### config.mk
export PLATFORM = sky130hd
export DESIGN_NAME = ss_mac_param_flat
export DESIGN_NICKNAME = d
export VERILOG_FILES = /design/src/rtl/ss_mac_param_pkg.sv /design/src/rtl/ss_mac_param_if.sv /design/src/rtl/ss_mac_param_generator.sv /design/src/rtl/ss_mac_param.sv /design/src/flat_wrapper.sv
export SDC_FILE = /design/constraint.sdc
export NUM_CORES = 1
export LEC_CHECK = 0
export ABC_CLOCK_PERIOD_IN_PS = 3950
export CAP_MARGIN = 15
export CORE_AREA = 3 3 83 85
export DETAILED_ROUTE_END_ITERATION = 8
export DIE_AREA = 0 0 86 88
export GPL_TIMING_DRIVEN = 1
export PLACE_DENSITY = 0.86
export SLEW_MARGIN = 20
export SYNTH_ARGS = -nofsm -noshare
export SYNTH_HDL_FRONTEND = slang
export SYNTH_SLANG_ARGS = --single-unit
### constraint.sdc
create_clock -name clk -period 3.95 [get_ports clk]
set_input_delay 0.79 -clock clk [delete_from_list [all_inputs] [get_ports clk]]
set_output_delay 0.79 -clock clk [all_outputs]
set_load 0.01 [all_outputs]
### src/rtl/ss_mac_param_pkg.sv
// Shared definitions for the stochastic MAC: FSM state encoding and default sizing.
package ss_pkg;

    typedef enum logic [1:0] {
        ST_IDLE = 2'd0,
        ST_RUN  = 2'd1,
        ST_DONE = 2'd2
    } state_t;

    localparam int DEF_N_CH     = 8;
    localparam int DEF_DW       = 8;
    localparam int DEF_LEN_LOG2 = 8;

endpackage

### src/rtl/ss_mac_param_if.sv
// Control/data bundle between a stream requester and the stochastic MAC.
interface ss_mac_param_if
    import ss_pkg::*;
#(
    parameter int N_CH     = DEF_N_CH,
    parameter int DW       = DEF_DW,
    parameter int LEN_LOG2 = DEF_LEN_LOG2
) ();

    localparam int SEL_W = $clog2(N_CH);

    logic                 start;
    logic                 mode;
    logic [SEL_W-1:0]     sel;
    logic [N_CH*DW-1:0]   x_input;
    logic [N_CH*DW-1:0]   x_randnum;
    logic                 busy;
    logic                 done;
    logic [LEN_LOG2:0]    z_output;

    modport master (
        output start, mode, sel, x_input, x_randnum,
        input  busy, done, z_output
    );

    modport slave (
        input  start, mode, sel, x_input, x_randnum,
        output busy, done, z_output
    );

endinterface

### src/rtl/ss_mac_param_generator.sv
// Stochastic bit generator: emits 1 when the random draw falls below the magnitude.
module ss_generator #(
    parameter int DW = 8
) (
    input  logic [DW-1:0] x,
    input  logic [DW-1:0] r,
    output logic          bit_out
);

    assign bit_out = (r < x);

endmodule

### src/rtl/ss_mac_param.sv
// Stochastic MAC: counts 1-bits of one selected (or round-robin) channel over 2^LEN_LOG2 cycles.
module ss_mac_param
    import ss_pkg::*;
#(
    parameter int N_CH     = DEF_N_CH,
    parameter int DW       = DEF_DW,
    parameter int LEN_LOG2 = DEF_LEN_LOG2
) (
    input  logic             clk,
    input  logic             rst,
    ss_mac_param_if.slave    bus
);

    localparam int SEL_W = $clog2(N_CH);
    localparam logic [LEN_LOG2-1:0] CNT_LAST = '1;
    localparam logic [SEL_W-1:0]    CH_LAST  = SEL_W'(N_CH - 1);

    state_t              state_reg, state_next;
    logic [LEN_LOG2:0]   z_reg, z_next;
    logic [LEN_LOG2-1:0] cnt_reg, cnt_next;
    logic [SEL_W-1:0]    ptr_reg, ptr_next;
    logic                mode_reg, mode_next;
    logic [SEL_W-1:0]    sel_reg, sel_next;

    logic [N_CH-1:0]     stoch_bits;
    logic [SEL_W-1:0]    sel_clamped;
    logic [SEL_W-1:0]    chan_idx;
    logic                chan_bit;

    for (genvar gi = 0; gi < N_CH; gi++) begin : g_ch
        ss_generator #(.DW(DW)) u_gen (
            .x       (bus.x_input[gi*DW +: DW]),
            .r       (bus.x_randnum[gi*DW +: DW]),
            .bit_out (stoch_bits[gi])
        );
    end

    // Out-of-range fixed selections fold onto the last channel.
    assign sel_clamped = (int'(sel_reg) >= N_CH) ? CH_LAST : sel_reg;
    assign chan_idx    = mode_reg ? ptr_reg : sel_clamped;
    assign chan_bit    = stoch_bits[chan_idx];

    always_ff @(posedge clk or negedge rst) begin
        if (!rst) begin
            state_reg <= ST_IDLE;
            z_reg     <= '0;
            cnt_reg   <= '0;
            ptr_reg   <= '0;
            mode_reg  <= 1'b0;
            sel_reg   <= '0;
        end else begin
            state_reg <= state_next;
            z_reg     <= z_next;
            cnt_reg   <= cnt_next;
            ptr_reg   <= ptr_next;
            mode_reg  <= mode_next;
            sel_reg   <= sel_next;
        end
    end

    always_comb begin
        state_next = state_reg;
        z_next     = z_reg;
        cnt_next   = cnt_reg;
        ptr_next   = ptr_reg;
        mode_next  = mode_reg;
        sel_next   = sel_reg;
        case (state_reg)
            ST_IDLE, ST_DONE: begin
                if (bus.start) begin
                    state_next = ST_RUN;
                    z_next     = '0;
                    cnt_next   = '0;
                    ptr_next   = '0;
                    mode_next  = bus.mode;
                    sel_next   = bus.sel;
                end
            end
            ST_RUN: begin
                // start is deliberately not looked at here: a run cannot be restarted.
                z_next   = z_reg + (LEN_LOG2+1)'(chan_bit);
                cnt_next = cnt_reg + 1'b1;
                ptr_next = (ptr_reg == CH_LAST) ? '0 : ptr_reg + 1'b1;
                if (cnt_reg == CNT_LAST) begin
                    state_next = ST_DONE;
                end
            end
            default: state_next = ST_IDLE;
        endcase
    end

    assign bus.busy     = (state_reg == ST_RUN);
    assign bus.done     = (state_reg == ST_DONE);
    assign bus.z_output = z_reg;

endmodule

### src/flat_wrapper.sv
// flat-port wrapper written by rule: the top's interface ports become plain ports
module ss_mac_param_flat import ss_pkg::*;
#(
    parameter int N_CH     = DEF_N_CH,
    parameter int DW       = DEF_DW,
    parameter int LEN_LOG2 = DEF_LEN_LOG2
)
  (clk, rst, bus_start, bus_mode, bus_sel, bus_x_input, bus_x_randnum, bus_busy, bus_done, bus_z_output);
  ss_mac_param_if #(.N_CH(N_CH), .DW(DW), .LEN_LOG2(LEN_LOG2)) bus_i ();
  input  logic clk;
  input  logic rst;
  input wire logic [$bits(bus_i.start)-1:0] bus_start;
  input wire logic [$bits(bus_i.mode)-1:0] bus_mode;
  input wire logic [$bits(bus_i.sel)-1:0] bus_sel;
  input wire logic [$bits(bus_i.x_input)-1:0] bus_x_input;
  input wire logic [$bits(bus_i.x_randnum)-1:0] bus_x_randnum;
  output wire logic [$bits(bus_i.busy)-1:0] bus_busy;
  output wire logic [$bits(bus_i.done)-1:0] bus_done;
  output wire logic [$bits(bus_i.z_output)-1:0] bus_z_output;
  assign bus_i.start = bus_start;
  assign bus_i.mode = bus_mode;
  assign bus_i.sel = bus_sel;
  assign bus_i.x_input = bus_x_input;
  assign bus_i.x_randnum = bus_x_randnum;
  assign bus_busy = bus_i.busy;
  assign bus_done = bus_i.done;
  assign bus_z_output = bus_i.z_output;
  ss_mac_param #(.N_CH(N_CH), .DW(DW), .LEN_LOG2(LEN_LOG2)) u_core (.clk(clk), .rst(rst), .bus(bus_i));
endmodule
==> impl_metrics.py <==
metrics = {
    "route": {
        "vias": 2745,
        "drt_iter0_drc": 34,
        "drt_wl_total_mm": 7.621,
        "top_layer": "met4",
        "avgViaCountPerCell": 5.219,
        "wl_met2_mm": 3.965,
        "drt-wirelength-per-cell_um": 14.49,
        "met1Wirelength_mm": 2.946,
        "met3_length_um": 583,
        "drc": 0,
        "drt.antenna.violating_nets": 0,
        "drt_pass1_iterations": 4,
    },
    "run_status": {
        "status": "finished clean",
    },
    "sta": {
        "drv_slew": 0,
        "maxSlewHeadroom_pct": 56.56,
        "fin_crit_sh_pct": 90.42,
        "finalSetupViolCount": 0,
        "hold_viol_final": 0,
        "skew_ns": 0.001034,
        "fin_hold_ws_ns": 0.5025,
        "setup_ws_ns": 0.3784,
        "fin_setup_tns_ns": 0,
        "max_freq_ghz": 0.2800,
        "worstMarginPinSlew_ns": 0.6516,
        "grt_setup_unrepaired": "no",
        "fin_crit_ns": 3.572,
    },
    "worst_setup_path": {
        "end_kind": "flip-flop",
        "cpLargestDelayFamily": "compound AO/OA/AOI/OAI gates",
        "arrival_ns": 3.72,
        "crit_required_ns": 4.10,
        "reg2regPathDepth": 13,
        "cpPeakStageDelay_ns": 0.45,
        "crit_type": "in -> reg",
        "regToRegStartpoint": "u_core.mode_reg",
        "cpMostUsedCell": "ha_1",
        "cp_max_fo": 3,
        "critPathLaunchType": "primary input",
        "reg2reg_to": "u_core.bus.z_output[6]",
        "crit_slowest_cell": "clkdlybuf4s50_1",
        "rrSetupSlack_ns": 1.17,
        "crit_buf_inv": 2,
        "path_cells": "clkdlybuf4s50_1 > inv_1 > ha_1 > and4_1 > a2111oi_0 > o31ai_1 > o41ai_1 > o22ai_1 > mux2i_1 > ha_1 > ha_1 > nand2_1 > nor2_1 > nand3_1 > nand3_1 > o21ai_0",
    },
    "power": {
        "comb_power_share_pct": 48.2,
        "p_sw_mw": 0.4354,
        "swShare_pct": 33.55,
        "p_int_mw": 0.8624,
        "power_frac_seq_pct": 35.0,
        "peakVddDrop_mv": 0.3258,
        "clkPwrFrac_pct": 16.7,
        "power.density_nw_per_um2": 306.4,
        "p_leak_nw": 2.032,
    },
    "placement": {
        "gp_congestion": 0.8222,
        "portBuffers": 145,
        "pre_cts_slack_ns": 0.1204,
        "place_hpwl_mm": 6.781,
        "dp.cells": 522,
    },
    "global_route": {
        "grt-ovfl-total": 0,
        "antenna_found_initial": 0,
        "grt_pass1_wl_mm": 12.25,
        "grt.total_usage_pct": 20.26,
        "grt_max_degree": 27,
        "grt_pass1_vias": 2791,
    },
    "floorplan": {
        "fp.dieH_um": 88,
        "rows": 29,
        "initial_utilization_pct": 42.08,
        "core-area_um2": 6277,
        "dieArea_um2": 7568,
        "chipWidth_um": 86,
        "pin_count": 146,
    },
    "layout": {
        "fin_cells": 526,
        "register_area_um2": 650.6,
        "multi_input_area_um2": 1730,
        "largest_reg_flops": 9,
        "nets": 646,
        "fill_cells": 515,
        "areaGrowthSynthToFinish_pct": 60.35,
        "drive_gt1_share_pct": 2.673,
        "antenna_cells": 0,
    },
    "min_path": {
        "hold_class": "in -> async",
    },
    "clocking": {
        "path_clk_slew_ns": 0.09,
        "root_buffer": "clkbuf_8",
        "cts_resized": 0,
        "cts_buffers": 3,
        "cts_tree": "yes",
        "cts_setup_buffers": 0,
        "clockBufferDepth": 2,
        "htreeDepth": 1,
        "clock_sinks": 26,
        "clk_latency_ns": 0.27,
        "postCtsHoldBufs": 0,
    },
    "synth": {
        "synthSimpleGateAreaFrac_pct": 14.16,
        "yosys-top-cells-count": "inv_1, ha_1, dfrtp_1",
        "synth_nets": 500,
        "syn_avg_cell_area_um2": 8.688,
        "syn_inst": 304,
        "synth_most_common_cell": "inv_1",
        "synth-compound-area-share_pct": 17.53,
        "synth_edf_count": 0,
        "ys_warn_count": 0,
        "synth_top_area_cell": "ha_1",
        "synth_top_family_by_area": "adder cells",
        "ys_ff_latch": 26,
        "synthAdderAreaFrac_pct": 28.90,
        "synthFlopType": "dfrtp_1",
        "yosys.area_share.xor_xnor_pct": 0,
        "yosysUniqueCellTypes": 42,
        "synthTopCellsByArea": "ha_1, dfrtp_1, inv_1",
        "muxShareOfSynthArea_pct": 4.927,
        "async_reset_ff_share_pct": 100.0,
        "synth_top_area_share_pct": 28.90,
        "synth_seq_area_share_pct": 24.63,
        "synthesis.area_um2": 2641,
    },
    "run": {
        "cap_violations": 0,
    },
}
[layout make-up]
type	instances	share of cell area (%)
clock buffers	3	0.9749
clock inverters	1	0.7090
multi-input cells	211	40.86
flip-flops and latches	26	15.36
inverters	62	5.495
well taps	77	2.275
repair buffers	146	34.33
[layout by cell type, fill, tap and decap left out, types with 2 or more instances in the layout]
cell type / count
dfrtp_1: 26
inv_1: 62
and4_1: 3
nor3_1: 5
a2111oi_0: 6
nand3_1: 13
a211oi_1: 4
mux2i_1: 7
a31oi_1: 3
o21ai_0: 20
nor2_1: 10
o211ai_1: 2
mux2_2: 4
a211o_1: 3
a21oi_1: 6
ha_1: 61
a21o_1: 2
o21a_1: 3
a22o_1: 4
clkdlybuf4s50_1: 144
nand4_1: 11
o41ai_1: 3
nand2b_1: 10
nand2_1: 13
clkbuf_8: 3
and3_1: 2
o31ai_1: 3
[power groups by stage]
stage / clock network [mW] / logic [mW] / registers, mW
finish: 0.217 / 0.626 / 0.455
global route: 0.232 / 0.716 / 0.470
CTS: 0.221 / 0.632 / 0.452
detailed placement: 0 / 0.629 / 0.456
global placement: 0 / 0.605 / 0.450
floorplan: 0 / 0.363 / 0.433
[per-layer routing]
| layer | track usage, % | up-vias |
|---|---|---|
| li1 | - | 1381 |
| met1 | 21.67 | 1242 |
| met2 | 40.93 | 112 |
| met3 | 2.634 | 10 |
| met4 | 5.755 | 0 |
| met5 | 0 | - |
[cells by family (layout without fill, tap and decap cells)]
kind of cell             count (synthesis)  count (layout)
AND/OR/NAND/NOR                         71              71
AO/OA/AOI/OAI                           67              67
buffers and inverters                   67             212
adder cells (fa/ha/maj)                 61              61
flip-flops                              26              26
multiplexers                            12              12
[stage by stage]
stage               util (%)  total power, mW  area, um^2
floorplan                  -           0.7961        2641
global placement       66.41            1.055        4169
detailed placement     66.33            1.085        4164
CTS                    67.47            1.305        4235
global route           67.47            1.418        4235
finish                 67.47            1.298        4235
[how the worst max path moves through the flow]
stage                          from  slack, ns  cells past startpoint                endpoint
floorplan           bus_x_input[30]       0.94                     15  u_core.bus.z_output[6]
global placement    bus_x_input[30]       0.18                     16  u_core.bus.z_output[6]
detailed placement  bus_x_input[30]       0.12                     16  u_core.bus.z_output[6]
CTS                 bus_x_input[30]       0.41                     16  u_core.bus.z_output[6]
global route        bus_x_input[30]      0.002                     16  u_core.bus.z_output[6]
finish              bus_x_input[30]       0.38                     16  u_core.bus.z_output[6]
(Power assumes the default switching activity.)
